<file path="src/rtl/ifetch_pkg.sv">
// Shared types and constants for the instruction-fetch controller.
// Latency: none (declarations only).
// Backpressure: none (declarations only).
package ifetch_pkg;
    localparam int XLEN        = 32;
    localparam int DEF_DEPTH   = 4;
    localparam int DEF_MAX_OUT = 2;
    localparam logic [XLEN-1:0] NOP = 32'h0000_0013;

    typedef enum logic [1:0] {
        BOOT  = 2'd0,
        RUN   = 2'd1,
        DRAIN = 2'd2
    } fetch_state_t;

    typedef struct packed {
        logic [XLEN-1:0] dat;
        logic [XLEN-1:0] pc;
    } inst_t;
endpackage

</file>
<file path="src/rtl/ifetch_fifo.sv">
// Synchronous FIFO with flush and occupancy count; head is read from storage flops.
// Latency: push visible at the head on the cycle after the push.
// Backpressure: push accepted when not full or when popping in the same cycle.
module ifetch_fifo #(
    parameter int WIDTH = 32,
    parameter int DEPTH = 4,
    localparam int AW = (DEPTH > 1) ? $clog2(DEPTH) : 1,
    localparam int CW = $clog2(DEPTH + 1)
) (
    input  logic             clk,
    input  logic             rst,
    input  logic             flush,
    input  logic             push,
    input  logic [WIDTH-1:0] push_dat,
    input  logic             pop,
    output logic [WIDTH-1:0] pop_dat,
    output logic [CW-1:0]    count
);
    logic [WIDTH-1:0] mem [DEPTH];
    logic [AW-1:0]    rd_ptr;
    logic [AW-1:0]    wr_ptr;
    logic             empty;
    logic             full;
    logic             do_push;
    logic             do_pop;

    function automatic logic [AW-1:0] ptr_inc(input logic [AW-1:0] p);
        return (p == AW'(DEPTH - 1)) ? '0 : p + 1'b1;
    endfunction

    assign empty   = (count == '0);
    assign full    = (count == CW'(DEPTH));
    assign do_pop  = pop && !empty;
    assign do_push = push && (!full || do_pop);
    assign pop_dat = mem[rd_ptr];

    always_ff @(posedge clk) begin
        if (rst || flush) begin
            rd_ptr <= '0;
            wr_ptr <= '0;
            count  <= '0;
        end else begin
            if (do_push) wr_ptr <= ptr_inc(wr_ptr);
            if (do_pop)  rd_ptr <= ptr_inc(rd_ptr);
            count <= count + CW'(do_push) - CW'(do_pop);
        end
    end

    // Storage is cleared on reset so the head reads as zero out of reset.
    always_ff @(posedge clk) begin
        if (rst) begin
            for (int i = 0; i < DEPTH; i++) mem[i] <= '0;
        end else if (do_push && !flush) begin
            mem[wr_ptr] <= push_dat;
        end
    end
endmodule

</file>
<file path="src/rtl/ifetch_ctrl.sv">
// Instruction fetch: drives PC hold/redirect, issues imem requests, queues tagged responses for decode.
// Latency: grant to inst_valid is response cycle + 1 (same cycle when IFETCH_BYPASS_EN is defined).
// Backpressure: no request while queue plus outstanding would exceed DEPTH or outstanding hits MAX_OUT.
module ifetch_ctrl
    import ifetch_pkg::*;
#(
    parameter int DEPTH   = DEF_DEPTH,
    parameter int MAX_OUT = DEF_MAX_OUT
) (
    input  logic            clk,
    input  logic            rst,
    input  logic [XLEN-1:0] pc_cur,
    output logic            pc_load,
    output logic [XLEN-1:0] pc_in,
    input  logic            redirect_valid,
    input  logic [XLEN-1:0] redirect_pc,
    output logic            imem_req,
    output logic [XLEN-1:0] imem_addr,
    input  logic            imem_gnt,
    input  logic            imem_rvalid,
    input  logic [XLEN-1:0] imem_rdata,
    output logic            inst_valid,
    input  logic            inst_ready,
    output logic [XLEN-1:0] inst_data,
    output logic [XLEN-1:0] inst_pc
);
    localparam int QCW = $clog2(DEPTH + 1);
    localparam int TCW = $clog2(MAX_OUT + 1);

    fetch_state_t    state;
    fetch_state_t    state_nxt;
    logic [QCW-1:0]  q_count;
    logic [TCW-1:0]  out_count;
    logic [TCW-1:0]  out_nxt;
    logic            grant;
    logic            drop;
    logic            byp;
    logic            q_empty;
    logic            q_push;
    logic [XLEN-1:0] tag_pc;
    inst_t           q_in;
    inst_t           q_head;

    assign imem_addr = pc_cur;
    assign grant     = imem_req & imem_gnt;
    assign out_nxt   = out_count + TCW'(grant) - TCW'(imem_rvalid);
    // Anything returning during a redirect or while draining belongs to the old path.
    assign drop      = redirect_valid || (state == DRAIN);

    always_ff @(posedge clk) begin
        if (rst) state <= BOOT;
        else     state <= state_nxt;
    end

    always_comb begin
        state_nxt = state;
        if (redirect_valid) begin
            state_nxt = (out_nxt != '0) ? DRAIN : RUN;
        end else begin
            case (state)
                BOOT:    state_nxt = RUN;
                RUN:     state_nxt = RUN;
                DRAIN:   state_nxt = (out_nxt == '0) ? RUN : DRAIN;
                default: state_nxt = BOOT;
            endcase
        end
    end

    always_comb begin
        imem_req = 1'b0;
        pc_load  = 1'b0;
        pc_in    = pc_cur;
        if (!rst) begin
            imem_req = (state == RUN) && !redirect_valid
                    && (int'(q_count) + int'(out_count) < DEPTH)
                    && (int'(out_count) < MAX_OUT);
            if (redirect_valid) begin
                pc_load = 1'b1;
                pc_in   = redirect_pc;
            end else begin
                pc_load = !(imem_req && imem_gnt);
            end
        end
    end

    ifetch_fifo #(.WIDTH(XLEN), .DEPTH(MAX_OUT)) u_tag_fifo (
        .clk      (clk),
        .rst      (rst),
        .flush    (1'b0),
        .push     (grant),
        .push_dat (imem_addr),
        .pop      (imem_rvalid),
        .pop_dat  (tag_pc),
        .count    (out_count)
    );

`ifdef IFETCH_BYPASS_EN
    assign byp = q_empty && imem_rvalid && !drop && inst_ready;
`else
    assign byp = 1'b0;
`endif

    assign q_in   = '{dat: imem_rdata, pc: tag_pc};
    assign q_push = imem_rvalid && !drop && !byp;

    ifetch_fifo #(.WIDTH(2 * XLEN), .DEPTH(DEPTH)) u_inst_q (
        .clk      (clk),
        .rst      (rst),
        .flush    (redirect_valid),
        .push     (q_push),
        .push_dat (q_in),
        .pop      (inst_ready),
        .pop_dat  (q_head),
        .count    (q_count)
    );

    assign q_empty    = (q_count == '0);
    assign inst_valid = !q_empty || byp;
    assign inst_data  = byp ? imem_rdata : q_head.dat;
    assign inst_pc    = byp ? tag_pc     : q_head.pc;
endmodule

</file>
<file path="config.mk">
export PLATFORM = sky130hd
export DESIGN_NAME = ifetch_ctrl
export DESIGN_NICKNAME = d
export VERILOG_FILES = /design/src/rtl/ifetch_pkg.sv /design/src/rtl/ifetch_fifo.sv /design/src/rtl/ifetch_ctrl.sv
export SDC_FILE = /design/constraint.sdc
export NUM_CORES = 1
export LEC_CHECK = 0
export ABC_AREA = 1
export CAP_MARGIN = 25
export CORE_MARGIN = 2
export CORE_UTILIZATION = 55
export DETAILED_ROUTE_END_ITERATION = 8
export PLACE_DENSITY = 0.79
export SYNTH_ARGS = -nofsm -noshare
export SYNTH_HDL_FRONTEND = slang
export SYNTH_SLANG_ARGS = --single-unit
</file>
<file path="constraint.sdc">
create_clock -name clk -period 20 [get_ports clk]
set_clock_uncertainty 0.15 [all_clocks]
set_input_delay 4 -clock clk [delete_from_list [all_inputs] [get_ports clk]]
set_output_delay 4 -clock clk [all_outputs]
set_load 0.02 [all_outputs]
</file>
==> impl_metrics.sql, run 1 <==
INSERT INTO impl_metrics (metric_group, metric, value, unit) VALUES
('logic_synthesis', 'syn_area_per_cell', '10.2', 'sq um'),
('placed_design', 'routability_driven_placement_congestion_ratio', '0.800', ''),
('power', 'internal_power', '1240', 'uW'),
('cts', 'ctsLongestPathBuffers', '3', ''),
('grt', 'global_route_wire_length_before_repair', '53.6', 'mm'),
('finish', 'syn_to_final_growth', '21.8', '%'),
('logic_synthesis', 'synth.net_count', '1583', ''),
('drt', 'drt_wl_total', '34.5', 'mm'),
('cts', 'postCtsSetupBuffers', '0', ''),
('grt', 'grt_overflow', '0', ''),
('logic_synthesis', 'synth_most_common_cell', 'nor2_1', ''),
('grt', 'first_global_vias', '10630', ''),
('drt', 'ratio_of_routed_vias_to_standard_cells', '5.45', ''),
('placed_design', 'detailed_place.area', '17300', 'sq um'),
('logic_synthesis', 'synth.top_cells.by_area', 'edfxtp_1 (64%), nor2_1 (11%), o21ai_0 (5.5%), inv_1 (3.9%), o22ai_1 (2.7%)', ''),
('die', 'floorplan.die_area', '28700', 'sq um'),
('power', 'power_frac_comb', '14.3', '%'),
('cts', 'clk_latency', '0.51', 'ns'),
('grt', 'combined_global_route_utilization_of_all_metal_layers', '23.9', '%'),
('logic_synthesis', 'postSynthRegisterBits', '336', ''),
('timing', 'setup_violators_final', '0', ''),
('drt', 'drt-initial-drc-count', '1213', ''),
('power', 'power.static_leakage', '0.00726', 'uW'),
('finish', 'finish.utilization', '68.1', '%'),
('logic_synthesis', 'synth_largest_area_cell', 'edfxtp_1', ''),
('timing', 'report.final.hold_viol_count', '0', ''),
('cts', 'clkTransAtPathRegs', '0.05', 'ns'),
('worst_hold_path', 'holdCritPathClass', 'flip-flop to flip-flop', ''),
('timing', 'slew_headroom', '28.9', '%'),
('logic_synthesis', 'synth-warning-count', '0', ''),
('timing', 'tightestPinTransition', '1.07', 'ns'),
('placed_design', 'buffer_ports.inserted', '232', ''),
('cts', 'post_cts_resize_count', '0', ''),
('finish', 'fill_cells', '2000', ''),
('run', 'maxCapViolCount', '0', ''),
('grt', 'number_of_antenna_violations_at_the_first_check_in_global_routing', '0', ''),
('timing', 'setup_tns', '0', 'ns'),
('power', 'share_seq_of_total_power', '50.1', '%'),
('timing', 'timing.hold.ws', '0.325', 'ns'),
('cts', 'clock-root-buffer', 'clkbuf_16', ''),
('grt', 'grt_max_degree', '71', ''),
('drt', 'num_vias', '10876', ''),
('die', 'placeableCoreArea', '27000', 'sq um'),
('cts', 'cts_inserted_buffers', '35', ''),
('cts', 'cts_max_level', '2', ''),
('setup_path', 'crit_required', '15.85', 'ns'),
('logic_synthesis', 'synth.top_cell.area_share', '63.8', '%'),
('logic_synthesis', 'synth.top_cells.by_count', 'nor2_1 (431), edfxtp_1 (320), o21ai_0 (167)', ''),
('outcome', 'outcome', 'finished, final reports clean', ''),
('cts', 'hold_buffers', '0', ''),
('finish', 'nNetsFinal', '1742', ''),
('logic_synthesis', 'post_synth_num_cell_types', '29', ''),
('setup_path', 'crit_type', 'input pin to output port', ''),
('finish', 'finalInstanceArea', '18300', 'sq um'),
('finish', 'final_layout_size_suffix_gt1_share', '4.72', '%'),
('drt', 'drt-wirelength-per-cell', '17.3', 'microns'),
('timing', 'post-route-period-util', '52.5', '%'),
('die', 'floorplan_row_count', '60', ''),
('die', 'die_h', '169', 'microns'),
('logic_synthesis', 'synth-edff-count', '320', ''),
('power', 'switching_share_of_power', '25.1', '%'),
('timing', 'slew_violations', '0', ''),
('logic_synthesis', 'post_synth_instance_area', '15100', 'sq um'),
('drt', 'detail-route-antenna-nets', '0', ''),
('setup_path', 'setup.worst_path.end_class', 'output port', ''),
('worst_hold_path', 'whs_path_depth', '1', ''),
('setup_path', 'critical_path.max_fanout', '64', ''),
('setup_path', 'start_kind', 'input pin', ''),
('power', 'vdd.ir_drop.worst', '0.0000486', 'V'),
('die', 'initial_utilization', '55.9', '%'),
('power', 'clock_power_share', '35.6', '%');
## metrics by stage
step,instances,worst slack (ns)
global placement,1932,9.09
detailed placement,1932,9.02
global route,1994,9.38
floorplan,1471,10.16
CTS,1992,9.00
finish,1994,9.50
## power groups by stage
stage / clock network (uW) / registers, uW / logic, uW
after floorplan: 0 / 834 / 145
final: 590 / 831 / 237
after global placement: 0 / 844 / 231
after detailed placement: 0 / 846 / 235
after global routing: 621 / 836 / 258
after CTS: 595 / 831 / 237
## critical path, stage by stage
cell and delay, ns:
clkdlybuf4s50_1 0.70, inv_1 0.37, nand2_2 0.18, buf_12 0.24, nor2_1 0.07, a21oi_1 0.12, clkdlybuf4s50_1 0.63
## worst paths after layout
path	slack (ns)	startpoint	end
hold reg to reg	0.33	u_tag_fifo.rd_ptr$_SDFFE_PP0P_	flip-flop
setup reg to reg	15.99	u_inst_q.count[1]$_SDFF_PP0_	u_inst_q.mem[1][39]$_SDFFCE_PN0P_
setup / recovery	9.50	rst	pc_in[1]
hold / removal	0.33	u_tag_fifo.rd_ptr$_SDFFE_PP0P_	flip-flop
## per-layer routing
metal,up-vias,wire length (microns),share of wire [%],track usage (%)
met1,5109,14100,41,30.5
li1,5232,-,-,-
met3,60,2530,7.3,4.43
met2,475,17000,49,41.8
met5,-,0,0,0
met4,0,862,2.5,7.58
## cell type report
class / count / area (sq um) / share of cell area [%]
multi-input cells: 850 / 3890 / 21.2
repair buffers: 246 / 2460 / 13.4
inverters: 161 / 607 / 3.31
clock buffers: 50 / 975 / 5.31
flip-flops and latches: 336 / 9940 / 54.2
clock inverters: 10 / 55.1 / 0.300
well taps: 341 / 427 / 2.33
## cell usage in the layout, fill, tap and decap left out, types with 3 or more instances in the layout
| cell type | instances |
|---|---|
| clkdlybuf4s50_1 | 232 |
| ha_1 | 9 |
| edfxtp_1 | 320 |
| buf_4 | 12 |
| inv_1 | 157 |
| clkbuf_1 | 13 |
| dfxtp_1 | 13 |
| o21ai_0 | 166 |
| o22ai_1 | 64 |
| nand2_1 | 85 |
| nand3_4 | 3 |
| a21oi_1 | 41 |
| nor2_1 | 431 |
| inv_2 | 3 |
| nand4_1 | 3 |
| clkbuf_16 | 37 |
| nor3_1 | 33 |
| clkinv_2 | 7 |
## cell families (layout without fill, tap and decap cells)
group | count (synthesis) | after routing | share of synthesized area, %
adder cells (fa/ha/maj) | 10 | 10 | 0.881
buffers and inverters | 285 | 467 | 8.65
AND/OR/NAND/NOR | 564 | 564 | 14.7
AO/OA/AOI/OAI | 274 | 274 | 9.69
XOR/XNOR | 2 | 2 | 0.116
flip-flops | 336 | 336 | 65.9
## flip-flops by register name (all words and copies together), names as in the netlist, named ones only
signal and count:
u_tag_fifo.rd_ptr 1, u_tag_fifo.wr_ptr 1, u_inst_q.rd_ptr 2, u_inst_q.mem 256
u_tag_fifo.count 2, state 2, u_inst_q.wr_ptr 2, u_inst_q.count 3
u_tag_fifo.mem 64
(Power assumes the default switching activity.)
==> run 2: changes to the inputs <==
--- a/config.mk
+++ b/config.mk
@@ -8,9 +8,9 @@
 export ABC_AREA = 1
 export CAP_MARGIN = 25
 export CORE_MARGIN = 2
-export CORE_UTILIZATION = 55
+export CORE_UTILIZATION = 54
 export DETAILED_ROUTE_END_ITERATION = 8
-export PLACE_DENSITY = 0.79
+export PLACE_DENSITY = 0.78
 export SYNTH_ARGS = -nofsm -noshare
 export SYNTH_HDL_FRONTEND = slang
 export SYNTH_SLANG_ARGS = --single-unit
==> constraint.sdc (replaced) <==
create_clock -name clk -period 10.9 [get_ports clk]
set_clock_uncertainty 0.15 [all_clocks]
set_input_delay 2.18 -clock clk [delete_from_list [all_inputs] [get_ports clk]]
set_output_delay 2.18 -clock clk [all_outputs]
set_load 0.02 [all_outputs]
==> impl_metrics.sql, run 2 (synthesis gave the netlist of run 1 again) <==
INSERT INTO impl_metrics (metric_group, metric, value, unit) VALUES
('outcome', 'outcome', 'finished, final reports clean', ''),
('die', 'die_h', '171', 'microns'),
('cts', 'numClockSinks', '336', ''),
('power', 'vdd.ir_drop.worst', '0.000110', 'V'),
('timing', 'post-route-period-util', '63.4', '%'),
('setup_path', 'cp_top_family', 'buffers and inverters', ''),
('finish', 'max_ffs_per_register', '256', ''),
('die', 'floorplan.die_area', '29200', 'sq um'),
('timing', 'setup_tns', '0', 'ns'),
('grt', 'combined_global_route_utilization_of_all_metal_layers', '23.9', '%'),
('timing', 'timing.hold.ws', '0.304', 'ns'),
('setup_path', 'setup.worst_path.end_class', 'output port', ''),
('setup_path', 'crit_required', '8.57', 'ns'),
('timing', 'tightestPinTransition', '1.04', 'ns'),
('worst_hold_path', 'holdCritPathClass', 'flip-flop to flip-flop', ''),
('setup_path', 'crit_path_cell_trace', 'clkdlybuf4s50_1, inv_1, nand2_2, buf_12, nor2_1, a21oi_1, clkdlybuf4s50_1', ''),
('cts', 'ctsLongestPathBuffers', '3', ''),
('cts', 'hold_buffers', '0', ''),
('grt', 'number_of_antenna_violations_at_the_first_check_in_global_routing', '0', ''),
('drt', 'ratio_of_routed_vias_to_standard_cells', '5.32', ''),
('timing', 'slew_violations', '0', ''),
('power', 'switching_share_of_power', '24.7', '%'),
('cts', 'clkTransAtPathRegs', '0.06', 'ns'),
('power', 'power_frac_comb', '14.0', '%'),
('setup_path', 'critical_path.max_fanout', '63', ''),
('power', 'pwr_density_cell', '168', 'nW/um^2'),
('power', 'power.static_leakage', '0.00731', 'uW'),
('run', 'maxCapViolCount', '0', ''),
('placed_design', 'buffer_ports.inserted', '232', ''),
('cts', 'clock-root-buffer', 'clkbuf_16', ''),
('die', 'floorplan_row_count', '61', ''),
('setup_path', 'worstPathArrival', '4.58', 'ns'),
('finish', 'final_layout_size_suffix_gt1_share', '5.02', '%'),
('cts', 'tritoncts', 'done', ''),
('timing', 'unrepaired_setup_endpoints_after_global_routing', 'false', ''),
('die', 'die_w', '171', 'microns'),
('timing', 'report.final.hold_viol_count', '0', ''),
('cts', 'cts_inserted_buffers', '36', ''),
('power', 'share_seq_of_total_power', '48.9', '%'),
('finish', 'layout_commonest_cell', 'nor2_1', ''),
('cts', 'cts_max_level', '2', ''),
('power', 'total_switching_power', '769', 'uW'),
('finish', 'fill_cells', '2106', ''),
('timing', 'slew_headroom', '30.6', '%'),
('finish', 'multi_input_comb_area', '3890', 'sq um'),
('drt', 'drt-wirelength-per-cell', '17.0', 'microns'),
('timing', 'setup_violators_final', '0', ''),
('finish', 'biggestRegsByFlops', 'u_inst_q.mem x256, u_tag_fifo.mem x64, u_inst_q.count x3', ''),
('placed_design', 'routability_driven_placement_congestion_ratio', '0.807', ''),
('finish', 'antenna-diode-count', '0', ''),
('die', 'initial_utilization', '54.5', '%'),
('finish', 'register_area', '9940', 'sq um'),
('power', 'clock_power_share', '37.1', '%'),
('grt', 'grt_overflow', '0', ''),
('die', 'num_io_pins', '233', ''),
('setup_path', 'crit_top_cell', 'clkdlybuf4s50_1', ''),
('drt', 'num_vias', '10818', ''),
('power', 'internal_power', '2340', 'uW'),
('finish', 'largest-register', 'u_inst_q.mem', ''),
('setup_path', 'start_kind', 'input pin', ''),
('drt', 'drc', '0', ''),
('finish', 'nNetsFinal', '1745', ''),
('drt', 'detailedRoute.firstPassIterationCount', '5', ''),
('drt', 'detail-route-antenna-nets', '0', ''),
('timing', 'fmaxAchievable', '145', 'MHz'),
('cts', 'clk_latency', '0.51', 'ns'),
('drt', 'drt-initial-drc-count', '1101', ''),
('finish', 'most-common-layout-cells', 'nor2_1 (431), edfxtp_1 (320), clkdlybuf4s50_1 (232)', ''),
('setup_path', 'crit_type', 'input pin to output port', ''),
('die', 'placeableCoreArea', '27600', 'sq um'),
('grt', 'first_global_vias', '10781', ''),
('grt', 'global_route_wire_length_before_repair', '54.2', 'mm'),
('cts', 'postCtsSetupBuffers', '0', ''),
('finish', 'syn_to_final_growth', '22.8', '%'),
('drt', 'drt_wl_total', '34.6', 'mm'),
('grt', 'grt_max_degree', '107', ''),
('setup_path', 'timing.critical_path.buf_inv', '4', ''),
('setup_path', 'critical-path-slowest-cell', 'clkdlybuf4s50_1', ''),
('setup_path', 'max_stage_delay', '0.71', 'ns'),
('finish', 'finalInstanceArea', '18500', 'sq um'),
('cts', 'post_cts_resize_count', '0', ''),
('timing', 'final.min_clock_period', '6.91', 'ns'),
('placed_design', 'detailedPlacementHpwl', '19.3', 'mm'),
('placed_design', 'detailed_place.area', '17300', 'sq um');
-- run 2: per-layer routing --
metal,up-vias,wire (microns),global-route usage [%]
li1,5229,-,-
met1,5062,14400,30.6
met2,472,16900,41.1
met3,55,2590,4.44
met4,0,792,8.62
met5,-,0,0
-- run 2: final timing paths --
kind	start	to	slack, ns	cells after the start
worst max-delay path	rst	pc_in[24]	3.99	7
worst min-delay path	u_tag_fifo.rd_ptr$_SDFFE_PP0P_	flip-flop	0.30	1
worst max register to register	u_inst_q.count[1]$_SDFF_PP0_	u_inst_q.mem[1][43]$_SDFFCE_PN0P_	6.97	6
worst min register to register	u_tag_fifo.rd_ptr$_SDFFE_PP0P_	flip-flop	0.30	1
-- run 2: power by group through the flow --
stage | clock (uW) | sequential [uW] | combinational (uW)
floorplan | 0 | 1530 | 266
global placement | 0 | 1550 | 427
detailed placement | 0 | 1550 | 433
CTS | 1170 | 1520 | 435
global route | 1220 | 1530 | 475
finish | 1150 | 1520 | 434
-- run 2: stage by stage --
step                util [%]  cells  setup WS, ns  total power, uW
floorplan                  -   1471          2.88             1800
detailed placement      62.7   1970          3.52             1980
global route            66.9   2033          3.82             3230
global placement        62.7   1970          3.62             1970
CTS                     66.7   2030          3.50             3130
finish                  66.9   2033          3.99             3110
-- run 2: area by class of cell --
type                            count  area share (%)
Clock inverter                     19           0.886
Tap cell                          378            2.56
Inverter                          161            3.28
Sequential cell                   336            53.7
Clock buffer                       41            5.09
Multi-Input combinational cell    850            21.0
Timing Repair Buffer              248            13.4
==> patch 1 (flow settings as in run 2) <==
Set the package constant `DEF_MAX_OUT` to 1 (it was 2).
--- a/src/rtl/ifetch_pkg.sv
+++ b/src/rtl/ifetch_pkg.sv
@@ -4,7 +4,7 @@
 package ifetch_pkg;
     localparam int XLEN        = 32;
     localparam int DEF_DEPTH   = 4;
-    localparam int DEF_MAX_OUT = 2;
+    localparam int DEF_MAX_OUT = 1;
     localparam logic [XLEN-1:0] NOP = 32'h0000_0013;
 
     typedef enum logic [1:0] {
Formal check against the unedited RTL: not equivalent (Yosys sat finds a counterexample within 4 cycles, from zero or initial values and one cycle with rst high).
==> patch 1 against run 2 <==
  * Sequential cell count decreased by 36
  * Worst setup slack improved by 0.24 ns
  * Register-to-register slack improved by 0.66 ns
  * Die area decreased by 12%
  * Final area decreased by 11%
  * Wire length decreased by 10%
  * Final cell count decreased by 13%
  * Area after synthesis decreased by 12%
  * Maximum frequency increased by 3.6%
  * Total power decreased by 14%
==> patch 1: results (changes against run 2) <==
[status]
status = finished, final reports clean

[critical_path]
path_max_fanout = 55  ; -13%
cp.arrival_ns = 4.34  ; -0.24 ns
r2r_setup_slack_ns = 7.63  ; +0.66 ns
cpPeakStageDelay_ns = 0.63  ; -0.08 ns

[placement]
dp_hpwl_um = 17000  ; -12%
dpl_worst_slack_ns = 3.85  ; +0.327 ns
gp_congestion = 0.806  ; -0.16%

[logic_synthesis]
synth_top_cells_by_count = nor2_1, edfxtp_1, o21ai_0
yosysUniqueCellTypes = 27  ; -6.9%
yosys_most_used_dff = edfxtp_1
synth_edf_count = 288  ; -10%
synth_seq_area_share_pct = 67.1  ; +1.1 points
syn_nets = 1369  ; -14%
synthArstFlopShare_pct = 0  ; unchanged
synth_area_leaders = edfxtp_1, nor2_1, o21ai_0

[clock_tree]
cts_made_buffers = 29  ; -19%
cts_resized = 0  ; unchanged
cts_buffer_depth = 3  ; unchanged
clk_latency_ns = 0.54  ; +0.03 ns
post-cts-setup-buffer-count = 0  ; unchanged
cts-root-buf = clkbuf_16
cts_max_level = 1  ; -1
hold_buffers = 0  ; unchanged

[final_layout]
drive_gt1_share_pct = 5.04  ; +0.026 points
nets = 1535  ; -12%
top_regs = u_inst_q.mem: 256 flops, u_tag_fifo.mem: 32 flops, u_inst_q.count: 3 flops

[drt]
wl_um = 31000  ; -10%
drt_iter0_drc = 809  ; -27%
vias = 9562  ; -12%

[global_route]
grtUsageTotal_pct = 23.7  ; -0.23 points
antenna_found_initial = 1  ; +1
grt_max_degree = 80  ; -25%
grt_pass1_vias = 9533  ; -12%
grt_first_pass_wirelength_um = 48500  ; -11%

[power]
ir_drop_mv = 0.0957  ; -13%
leakagePower_uw = 0.00644  ; -12%

[timing]
finalHoldViolCount = 0  ; unchanged
slew_headroom_pct = 31.7  ; +1.0 points

[hold_path]
hold_class = reg -> reg

-- patch 1: changes by cell type in the layout (fill, tap and decap cells not counted), sizes merged, moves of 2 or more --
cell | run 2 | this run
nand3 | 5 | 7
o21ai | 167 | 134
buf | 16 | 13
dfxtp | 16 | 12
nor3 | 33 | 15
edfxtp | 320 | 288
xnor2 | 2 | 0
nand2 | 89 | 16
ha | 9 | 6
nor2 | 432 | 447
inv | 161 | 121
clkinv | 15 | 10
nand4 | 3 | 1
a21oi | 41 | 35
-- patch 1: metal layers --
metal / GRT usage [%] / vias up / wire [µm] / part of all wire, %
met5: 0 / - / 0 / 0
met4: 5.81 / 0 / 491 / 1.6
met3: 4.13 / 37 / 2930 / 9.4
met2: 42.7 / 481 / 15400 / 50
met1: 30.0 / 4497 / 12200 / 39
li1: - / 4547 / - / -
-- patch 1: path summary, 6_finish.rpt --
kind,startpoint,end,depth (start not counted)
setup reg to reg,state[1],u_inst_q.mem[0][62],8
setup / recovery,rst,pc_in[24],7
hold / removal,u_inst_q.rd_ptr[1],flop,2
hold reg to reg,u_inst_q.rd_ptr[1],flop,2
-- patch 1: final cells by class --
type	count	area, µm²
timing repair buffer	245	2480
inverter	121	458
multi-input combinational	729	3310
fill	1793	7730
clock buffer	40	787
tap	324	405
clock inverter	13	113
antenna	1	2.50
sequential	300	8890
-- patch 1: logic make-up (layout without fill, tap and decap cells) --
| kind of cell | after synthesis | in the layout | synth area share, % |
|---|---|---|---|
| AND/OR/NAND/NOR | 487 | 487 | 14.3 |
| flip-flops | 300 | 300 | 67.1 |
| AO/OA/AOI/OAI | 234 | 234 | 9.48 |
| buffers and inverters | 231 | 419 | 8.37 |
| adder cells (fa/ha/maj) | 7 | 7 | 0.717 |
| XOR/XNOR | 1 | 1 | 0.0661 |
| other | 0 | 1 | 0 |
-- patch 1: per-stage QoR --
stage / instances / util [%] / instance area, µm² / hold WS, ns
5_1_grt: 1773 / 68.0 / 16400 / 0.417
4_1_cts: 1768 / 67.7 / 16400 / 0.360
3_5_place_dp: 1715 / 64.0 / 15500 / 0.349
2_1_floorplan: 1260 / - / 13300 / 0.331
3_3_place_gp: 1714 / 63.9 / 15500 / 0.341
6_report: 1773 / 68.0 / 16400 / 0.357
-- patch 1: worst max-delay path, delay by kind of cell --
kind,cells,cell delay (ns)
simple gates,2,0.28
buf+inv,4,1.70
compound gates,1,0.13
-- patch 1: where the power goes --
part | total [µW] | internal, µW | switching [µW]
clock | 954 | 549 | 405
combinational | 373 | 155 | 218
sequential | 1340 | 1320 | 19.4
total | 2670 | 2030 | 642
==> patch 2 (flow settings as in run 2) <==
Without the edit above. The 3 states of `fetch_state_t` get a one-hot encoding in 3 bits.
--- a/src/rtl/ifetch_pkg.sv
+++ b/src/rtl/ifetch_pkg.sv
@@ -7,10 +7,10 @@
     localparam int DEF_MAX_OUT = 2;
     localparam logic [XLEN-1:0] NOP = 32'h0000_0013;
 
-    typedef enum logic [1:0] {
-        BOOT  = 2'd0,
-        RUN   = 2'd1,
-        DRAIN = 2'd2
+    typedef enum logic [2:0] {
+        BOOT  = 3'b001,
+        RUN   = 3'b010,
+        DRAIN = 3'b100
     } fetch_state_t;
 
     typedef struct packed {
Check against the original RTL: no difference found for any inputs over 4 cycles, from zero or initial values and one cycle with rst high; so few cycles prove little.
==> patch 2 against run 2 <==
  * Critical path depth stayed put
  * Wire length is 2.5% higher
  * Final area is 0.35% higher
  * Core utilization is 0.13 points lower
  * Worst setup slack worse by 0.098 ns
  * Register-to-register slack worse by 0.41 ns
  * Sequential share of layout area is 0.080 points lower
  * Total power is 5.8% lower
  * Combinational power is 14% lower
  * Clock power is 9% lower
  * Area after synthesis is 0.93% higher
  * Sequential cell count is 1 higher
  * Critical path type unchanged
  * Critical endpoint is now pc_in[15]
==> patch 2: results (changes against run 2) <==
[status]
status = finished, final reports clean

[drt]
drt_iter0_drc = 1067  ; -3.1%
first_pass_iters = 5  ; unchanged
wl_um = 35500  ; +2.5%
wl_met1_um = 14000  ; -2.6%
viasPerCell = 5.44  ; +2.2%
dr_wl_met2_um = 18000  ; +6.4%
wl_met3_um = 2850  ; +10%
top_layer_used = met4

[logic_synthesis]
synth_area_leaders = edfxtp_1, nor2_1, o21ai_0
synthArstFlopShare_pct = 0  ; unchanged
syn_nets = 1604  ; +1.3%
synth_edf_count = 320  ; unchanged
synth_seq_area_share_pct = 65.5  ; -0.48 points
yosysUniqueCellTypes = 26  ; -10%
yosysWarnings = 0  ; unchanged
yosys_most_used_dff = edfxtp_1
synth_top_cells_by_count = nor2_1, edfxtp_1, o21ai_0

[global_route]
grt_max_degree = 78  ; -27%
grt_pass1_vias = 10900  ; +1.5%
met1_usage_pct = 31.5  ; +0.92 points
grtUsageMet2_pct = 42.9  ; +1.8 points
antenna_found_initial = 0  ; unchanged
grtUsageTotal_pct = 24.4  ; +0.49 points
grt_first_pass_wirelength_um = 56000  ; +3.3%
met3_usage_pct = 4.26  ; -0.18 points

[hold_path]
hold_class = reg -> reg

[final_layout]
drive_gt1_share_pct = 4.63  ; -0.39 points
antennaDiodeCount = 0  ; unchanged
fillers = 2133  ; +1.3%
nets = 1755  ; +0.57%
top_regs = u_inst_q.mem: 256 flops, u_tag_fifo.mem: 64 flops

[placement]
dp_hpwl_um = 20500  ; +6.3%
port_buffers = 232  ; unchanged
gp_congestion = 0.812  ; +0.63%

[power]
pwr-share-seq_pct = 51.3  ; +2.4 points
powerComb_uw = 374  ; -14%
leakagePower_uw = 0.00723  ; -1.2%
switchingPower_uw = 710  ; -7.8%
ir_drop_mv = 0.109  ; -0.88%

[critical_path]
cp.arrival_ns = 4.68  ; +0.10 ns
path_max_fanout = 64  ; +1.6%

[clock_tree]
cts_resized = 0  ; unchanged
clkTransAtPathRegs_ns = 0.06  ; about the same
cts_max_level = 2  ; unchanged
cts_buffer_depth = 3  ; unchanged
post-cts-setup-buffer-count = 0  ; unchanged
cts-root-buf = clkbuf_16
clk_latency_ns = 0.50
cts_made_buffers = 34  ; -5.6%

[timing]
worstMarginPinSlew_ns = 1.03  ; -0.0120 ns
finalHoldViolCount = 0  ; unchanged

patch 2: cell count changes in the layout (fill, tap and decap cells not counted), sizes merged, moves of 2 or more:
cell,before,now
clkbuf,41,43
bufinv,3,0
o21ai,167,170
nor3,33,96
inv,161,164
a21oi,41,36
nor2,432,374
clkinv,15,12
nand3,5,11
patch 2: cell type report:
cell class / instances / area share, %
flip-flops and latches: 337 / 53.6
multi-input cells: 859 / 21.5
repair buffers: 247 / 13.6
clock buffers: 43 / 4.93
inverters: 164 / 3.33
well taps: 378 / 2.55
clock inverters: 14 / 0.384
patch 2: cell families after synthesis:
logic type	Yosys count	synth area share [%]
AOI/OAI and AO/OA	272	9.52
DFF	337	65.5
and+or+nand+nor	574	15.2
adders and majority gates	10	0.873
buffers and inverters	296	8.77
xor gates and xnor gates	3	0.173
patch 2: worst max-delay path, cell delays in order:
cell and delay [ns]:
clkdlybuf4s50_1 0.53, clkinv_1 0.57, nand2_2 0.27, buf_12 0.25
nor2_1 0.07, a21oi_1 0.13, clkdlybuf4s50_1 0.63
patch 2: worst paths after layout:
kind / from / to / slack, ns / depth (start not counted)
worst min-delay path: u_tag_fifo.rd_ptr / flop / 0.30 / 1
worst max register to register: state[0] / u_inst_q.mem[1][47] / 6.56 / 9
worst max-delay path: rst / pc_in[15] / 3.89 / 7
worst min register to register: u_tag_fifo.rd_ptr / flop / 0.30 / 1
patch 2: stage by stage:
stage,worst slack [ns],instances,power (µW),area [µm²],hold slack (ns)
4_1_cts,3.32,2038,2940,18500,0.309
6_report,3.89,2042,2930,18600,0.304
5_1_grt,3.66,2042,3040,18600,0.332
3_3_place_gp,3.44,1979,1890,17400,0.281
3_5_place_dp,3.32,1981,1900,17500,0.301
2_1_floorplan,3.01,1492,1730,15200,0.276
